### src/rtl/microwave_pkg.sv
// Shared definitions for the microwave timer controller.
//   - FSM state encoding (3-bit, legacy-compatible localparams)
//   - BCD digit width and per-digit borrow reload limits
//   - presc_width(): counter width needed to count 0..div-1 (at least 1 bit)
package microwave_pkg;

    localparam int unsigned BCD_W = 4;

    localparam logic [2:0] StIdle  = 3'd0;
    localparam logic [2:0] StSet   = 3'd1;
    localparam logic [2:0] StCook  = 3'd2;
    localparam logic [2:0] StPause = 3'd3;
    localparam logic [2:0] StDone  = 3'd4;

    // Value a digit reloads to when it borrows from its left neighbour.
    localparam logic [BCD_W-1:0] BCD_ONES_MAX = 4'd9;
    localparam logic [BCD_W-1:0] BCD_TENS_MAX = 4'd5;

    function automatic int unsigned presc_width(input int unsigned div);
        if (div < 3) begin
            return 1;
        end
        return $clog2(div);
    endfunction

endpackage

### src/rtl/bcd_down_counter_4d.sv
// Four-digit MM:SS BCD register with keypad shift-in and 1-step countdown.
// Ports:
//   clk, rst                  clock, async active-high reset (digits -> 0)
//   clr                       synchronous clear to 0000 (highest priority)
//   shift_en, shift_digit     shift digits left, new digit enters sec_ones
//   dec                       decrement by one second with MM:SS borrows
//   min_tens..sec_ones        current digits
//   zero                      all digits are 0
//   next_zero                 a decrement now would yield 0000
module bcd_down_counter_4d
    import microwave_pkg::*;
(
    input  logic             clk,
    input  logic             rst,
    input  logic             clr,
    input  logic             shift_en,
    input  logic [BCD_W-1:0] shift_digit,
    input  logic             dec,
    output logic [BCD_W-1:0] min_tens,
    output logic [BCD_W-1:0] min_ones,
    output logic [BCD_W-1:0] sec_tens,
    output logic [BCD_W-1:0] sec_ones,
    output logic             zero,
    output logic             next_zero
);

    logic [BCD_W-1:0] mt_q, mt_d;
    logic [BCD_W-1:0] mo_q, mo_d;
    logic [BCD_W-1:0] st_q, st_d;
    logic [BCD_W-1:0] so_q, so_d;

    always_comb begin
        mt_d = mt_q;
        mo_d = mo_q;
        st_d = st_q;
        so_d = so_q;
        if (clr) begin
            mt_d = '0;
            mo_d = '0;
            st_d = '0;
            so_d = '0;
        end else if (shift_en) begin
            mt_d = mo_q;
            mo_d = st_q;
            st_d = so_q;
            so_d = shift_digit;
        end else if (dec) begin
            // A keyed-in sec_tens of 6-9 just counts down; only a 0 borrows.
            if (so_q != '0) begin
                so_d = so_q - 4'd1;
            end else begin
                so_d = BCD_ONES_MAX;
                if (st_q != '0) begin
                    st_d = st_q - 4'd1;
                end else begin
                    st_d = BCD_TENS_MAX;
                    if (mo_q != '0) begin
                        mo_d = mo_q - 4'd1;
                    end else begin
                        mo_d = BCD_ONES_MAX;
                        mt_d = mt_q - 4'd1;
                    end
                end
            end
        end
    end

    always_ff @(posedge clk or posedge rst) begin
        if (rst) begin
            mt_q <= '0;
            mo_q <= '0;
            st_q <= '0;
            so_q <= '0;
        end else begin
            mt_q <= mt_d;
            mo_q <= mo_d;
            st_q <= st_d;
            so_q <= so_d;
        end
    end

    assign min_tens  = mt_q;
    assign min_ones  = mo_q;
    assign sec_tens  = st_q;
    assign sec_ones  = so_q;
    assign zero      = (mt_q == '0) && (mo_q == '0) && (st_q == '0) && (so_q == '0);
    assign next_zero = (mt_q == '0) && (mo_q == '0) && (st_q == '0) && (so_q == 4'd1);

endmodule

### src/rtl/microwave_timer_ctrl.sv
// Microwave oven sequencer: keypad entry of MM:SS, 1 Hz countdown, magnetron
// enable while cooking, timer_done hold after expiry.
// Ports:
//   clk, rst                   clock, async active-high reset
//   startN, stopN, clearN      active-low button levels (clk-synchronous)
//   door_closed                1 = door closed
//   key_valid, key_digit       keypad strobe and BCD digit (10-15 ignored)
//   mag_on                     registered magnetron enable
//   timer_done                 registered, high throughout DONE
//   min_tens..sec_ones         BCD display digits
//   state_o                    current FSM state
module microwave_timer_ctrl
    import microwave_pkg::*;
#(
    parameter int unsigned TICK_DIV  = 50_000_000,
    parameter int unsigned DONE_HOLD = 3
) (
    input  logic             clk,
    input  logic             rst,
    input  logic             startN,
    input  logic             stopN,
    input  logic             clearN,
    input  logic             door_closed,
    input  logic             key_valid,
    input  logic [BCD_W-1:0] key_digit,
    output logic             mag_on,
    output logic             timer_done,
    output logic [BCD_W-1:0] min_tens,
    output logic [BCD_W-1:0] min_ones,
    output logic [BCD_W-1:0] sec_tens,
    output logic [BCD_W-1:0] sec_ones,
    output logic [2:0]       state_o
);

    localparam int unsigned   PW         = presc_width(TICK_DIV);
    localparam int unsigned   HW         = presc_width(DONE_HOLD + 1);
    localparam logic [PW-1:0] PRESC_LAST = PW'(TICK_DIV - 1);
    localparam logic [HW-1:0] HOLD_LAST  = HW'(DONE_HOLD - 1);

    logic [2:0]    state_q, state_d;
    logic [PW-1:0] presc_q, presc_d;
    logic [HW-1:0] hold_q, hold_d;
    logic          start_q, stop_q, clear_q;
    logic          mag_on_q, mag_on_d;
    logic          timer_done_q, timer_done_d;

    logic start_ev, stop_ev, clear_ev, key_ok, tick;
    logic cnt_clr, cnt_shift, cnt_dec, cnt_zero, cnt_next_zero;

    // Falling edge against the registered level: a held button fires once.
    assign start_ev = start_q & ~startN;
    assign stop_ev  = stop_q & ~stopN;
    assign clear_ev = clear_q & ~clearN;
    assign key_ok   = key_valid && (key_digit <= 4'd9);
    // Prescaler is held at 0 outside COOK/DONE, so this never fires there.
    assign tick     = (presc_q == PRESC_LAST);

    always_comb begin
        state_d   = state_q;
        hold_d    = '0;
        cnt_clr   = 1'b0;
        cnt_shift = 1'b0;
        cnt_dec   = 1'b0;
        case (state_q)
            StIdle: begin
                if (clear_ev || stop_ev) begin
                    cnt_clr = 1'b1;
                end else if (key_ok) begin
                    cnt_shift = 1'b1;
                    state_d   = StSet;
                end
            end
            StSet: begin
                if (clear_ev || stop_ev) begin
                    cnt_clr = 1'b1;
                    state_d = StIdle;
                end else if (start_ev && door_closed && !cnt_zero) begin
                    state_d = StCook;
                end else if (key_ok) begin
                    cnt_shift = 1'b1;
                end
            end
            StCook: begin
                if (clear_ev) begin
                    cnt_clr = 1'b1;
                    state_d = StIdle;
                end else if (stop_ev || !door_closed) begin
                    // Any coincident tick is dropped.
                    state_d = StPause;
                end else if (tick) begin
                    cnt_dec = 1'b1;
                    if (cnt_next_zero) begin
                        state_d = StDone;
                    end
                end
            end
            StPause: begin
                if (clear_ev || stop_ev) begin
                    cnt_clr = 1'b1;
                    state_d = StIdle;
                end else if (start_ev && door_closed) begin
                    state_d = StCook;
                end
            end
            StDone: begin
                hold_d = hold_q;
                if (clear_ev || stop_ev) begin
                    state_d = StIdle;
                end else if (tick) begin
                    hold_d = hold_q + 1'b1;
                    if (hold_q == HOLD_LAST) begin
                        state_d = StIdle;
                    end
                end
            end
            default: begin
                cnt_clr = 1'b1;
                state_d = StIdle;
            end
        endcase

        // Runs only while staying in COOK/DONE; any state change restarts it.
        if ((state_q == StCook || state_q == StDone) && (state_d == state_q)) begin
            presc_d = tick ? '0 : presc_q + 1'b1;
        end else begin
            presc_d = '0;
        end

        mag_on_d     = (state_d == StCook);
        timer_done_d = (state_d == StDone);
    end

    always_ff @(posedge clk or posedge rst) begin
        if (rst) begin
            state_q      <= StIdle;
            presc_q      <= '0;
            hold_q       <= '0;
            start_q      <= 1'b1;
            stop_q       <= 1'b1;
            clear_q      <= 1'b1;
            mag_on_q     <= 1'b0;
            timer_done_q <= 1'b0;
        end else begin
            state_q      <= state_d;
            presc_q      <= presc_d;
            hold_q       <= hold_d;
            start_q      <= startN;
            stop_q       <= stopN;
            clear_q      <= clearN;
            mag_on_q     <= mag_on_d;
            timer_done_q <= timer_done_d;
        end
    end

    bcd_down_counter_4d u_counter (
        .clk         (clk),
        .rst         (rst),
        .clr         (cnt_clr),
        .shift_en    (cnt_shift),
        .shift_digit (key_digit),
        .dec         (cnt_dec),
        .min_tens    (min_tens),
        .min_ones    (min_ones),
        .sec_tens    (sec_tens),
        .sec_ones    (sec_ones),
        .zero        (cnt_zero),
        .next_zero   (cnt_next_zero)
    );

    assign mag_on     = mag_on_q;
    assign timer_done = timer_done_q;
    assign state_o    = state_q;

endmodule

### config.mk
export PLATFORM = sky130hd
export DESIGN_NAME = microwave_timer_ctrl
export DESIGN_NICKNAME = d
export VERILOG_FILES = /design/src/rtl/microwave_pkg.sv /design/src/rtl/bcd_down_counter_4d.sv /design/src/rtl/microwave_timer_ctrl.sv
export SDC_FILE = /design/constraint.sdc
export NUM_CORES = 1
export LEC_CHECK = 0
export ABC_AREA = 1
export CAP_MARGIN = 20
export CORE_MARGIN = 2
export CORE_UTILIZATION = 60
export CTS_BUF_LIST = sky130_fd_sc_hd__clkbuf_4 sky130_fd_sc_hd__clkbuf_8
export CTS_CLUSTER_DIAMETER = 80
export CTS_CLUSTER_SIZE = 12
export DETAILED_ROUTE_END_ITERATION = 8
export GPL_TIMING_DRIVEN = 1
export PLACE_DENSITY_LB_ADDON = 0.1
export REMOVE_ABC_BUFFERS = 1
export SLEW_MARGIN = 5
export SYNTH_ARGS = -nofsm -noshare
export SYNTH_HDL_FRONTEND = slang
export SYNTH_SLANG_ARGS = --single-unit
### constraint.sdc
create_clock -name clk -period 2.02 [get_ports clk]
set_input_delay 0.202 -clock clk [delete_from_list [all_inputs] [get_ports clk]]
set_output_delay 0.202 -clock clk [all_outputs]
set_load 0.005 [all_outputs]
==> results.md <==
* Post-Syn Area at 3423 um2
* Clk slew on worst S/H paths at 0.10 ns
* Top FF cell, synth: dfrtp_1
* Ports at 32
* Setup TNS Final at -0.3877 ns
* TritonCTS clock tree: done
* Area of the multi-input gates at 2042 um2
* Worst slack, placed at -0.04484 ns
* Least-Margin Pin Slew at 0.4114 ns
* Worst-Skew Late Latency at between 0.3 and 0.4 ns
* Min-delay worst type: in -> async
* Final Setup Violations at 26
* Placed cells at 591
* Final Non-Filler Cells at around 620
* Buffers added on ports at 31
* Final WL at 9.256 mm
* Critical path launch point type: register
* Req. time, crit path at between 2 and 2.5 ns
* Most numerous cell in the Yosys netlist: nand2_1
* Min Clock Period, post-route at 2.053 ns
* Iter 0 DRT Violations at 253
* Vias per cell at around 5.6
* Sequential area share after synthesis at 0.3812
* M3 GR Usage at 0.04864
* Final GP Congestion at roughly 0.94
* CTS Sinks at 52
* Run status: complete, but fails checks
* Max-slew violation count at 0
* Pre-antenna DRT Iters at 5
* Critical Path AT at 2.31 ns
* PwrDens at 786.6 nW/um2
* Final ANT Viol Nets at 0
* Worst-path maximum fanout at 6
* Most used cell, CP: nand2_2
* # fillers at 371
* Syn-to-layout area delta at 31.21%
* Starting Density at 0.6217
* Antenna violations before repair at 0
* Share of cells above drive strength 1 at 0.2784
* Count of final hold-check violations at 0
* Nets at 559
* DRC at 0
* Async S/R FF share, synth at 1.000
* Die Area at around 6300 um2
* Max H-tree Level at 2
* PnR worst setup slack at -0.03320 ns
* Final worst-path cycle share at 1.016
* Peak Freq at 487.0 MHz
* Skew final at 0.009582 ns
* Dpl hpwl at 6.054 mm
* RSZ-0062 raised after global routing: yes
* Leakage power at ~2.0 nW
* DR WL/cell at 14.98 um
* Busiest grt layer: met2
* Largest net degree at the start of global routing at 38
* Gr usage total at 0.2721
* Clk root buf: clkbuf_8
* Post-synth cell types at 39
* First-pass GRT wire length at 13.57 mm
* Std-Cell Rows at 27
* Crit-path cells: ha_4, nand3_4, inv_4, nand2_2, nor2_2, nand2_2, nand2_1, nand2_1, nand2_2, a21oi_2, nor2_2, nand3_4, clkbuf_16, nor2_4
* Slowest cell on the critical path: dfrtp_1
* VDD IR-drop max at 846.8 uV
* Slowest stage delay, CP at between 0.4 and 0.5 ns
* Vias at 3447
* GRT overflow at 0
* Die height at 79.54 um
* Share of the synthesized area in the top cell type at 0.3582
* Met2 Usage GRT at 0.4269
* Yosys top cell by area: dfrtp_1
* Max-slew headroom at 0.7232
* Hold slack final at slightly above 0.2 ns
* Yosys Warn Count at 0
* Post-synth EDFFs at 0
* Ant diodes at 0
* CTS Buf Count at 5
* Storage element area at 1309 um2
* Top cells by count, synth: nand2_1, inv_1, dfrtp_1, nor2_1, o21ai_0
* Mapped Cells at about 470
* #FFs+latches synth at 52
* Area contributors post-synth: dfrtp_1, nand2_1, inv_1, nor2_2, nor2_1
* Failing checks: setup timing
* Die width at between 70 and 80 um
* Pwr Total at between 0.003 and 0.004 W
* CP Capture Type: register
* R2R Setup Slk at -0.03 ns
* Clock buffer depth at 2
* Met1 Use GR at 0.3829
* CORE AREA at 5507 um2
* Worst Setup Path Type: reg -> reg
* Avg Cell Area, Syn at 7.237 um2
* Number of global-route vias before repair at 3068
* Max-cap violations at 0
-- report_power, final --
part           total, W  switching (W)  leakage (nW)  internal (W)
registers       0.00136       0.000166         0.694       0.00119
clock network  0.000636       0.000349        0.0498      0.000288
logic           0.00154       0.000825          1.23      0.000713
-- timing repair --
action,in CTS,in global routing
endpoints found under the hold margin,0,0
setup endpoints to repair,9,41
resized for setup,1,72
pin swaps,0,19
gates cloned,0,2
hold buffers,0,0
buffers inserted,1,16
-- worst max-delay path: cells and delay by family, from the launching register on --
kind	cells	cell delay, ns
adders and majority gates	1	0.17
AOI/OAI and AO/OA	1	0.06
DFF	1	0.41
buffers and inverters	2	0.33
and+or+nand+nor	10	1.01
-- metal layers --
| layer | up-vias | wire (um) |
|---|---|---|
| li1 | 1677 | - |
| met1 | 1630 | 4143 |
| met2 | 130 | 4489 |
| met3 | 10 | 519 |
| met4 | 0 | 103 |
| met5 | - | 0 |
-- through the flow --
step	utilization	area, um2
4_1_cts	0.7364	4055
3_5_place_dp	0.7180	3954
5_1_grt	0.8157	4492
6_report	0.8157	4492
2_1_floorplan	-	3366
3_3_place_gp	0.7180	3954
-- worst paths after layout --
kind | start | end | cells past startpoint
worst max-delay path | presc_q[1] | presc_q[22] | 14
worst min-delay path | rst | mag_on | 2
worst max register to register | presc_q[1] | presc_q[22] | 14
worst min register to register | hold_q[0] | hold_q[0] | 1
max in group asynchronous | rst | presc_q[10] | 3
min in group clk | startN | start_q | 1
-- layout by cell type, fill, tap and decap left out, types with 5 or more instances in the layout --
cell type        count
nand2_1             97
inv_1               62
dfrtp_1             46
nor2_1              36
buf_4               32
o21ai_0             31
clkdlybuf4s50_1     31
nand3_1             30
nor2_2              23
nor2_4              23
nand2_2             17
nand4_1             13
a21oi_1             11
inv_2                8
o211ai_1             6
o21ai_1              5
nor3_1               5
xor2_1               5
clkbuf_8             5
-- cell families after synthesis --
family                   synth area share
AO/OA/AOI/OAI                      0.1144
XOR/XNOR                          0.01791
adder cells (fa/ha/maj)           0.01097
buffers and inverters             0.09576
flip-flops                         0.3812
AND/OR/NAND/NOR                    0.3797
-- state kept, by name, indices dropped and copies added (netlist names) --
signal / count
clear_q: 1
u_counter.min_tens: 4
u_counter.sec_ones: 4
state_o: 3
timer_done: 1
mag_on: 1
hold_q: 2
u_counter.sec_tens: 4
stop_q: 1
start_q: 1
presc_q: 26
u_counter.min_ones: 4
-- area by class of cell --
type	instances	area share
clock buffers	8	0.02033
flip-flops and latches	52	0.2914
inverters	72	0.06072
multi-input cells	344	0.4546
repair buffers	70	0.1529
well taps	72	0.02006
(Power assumes the default switching activity.)
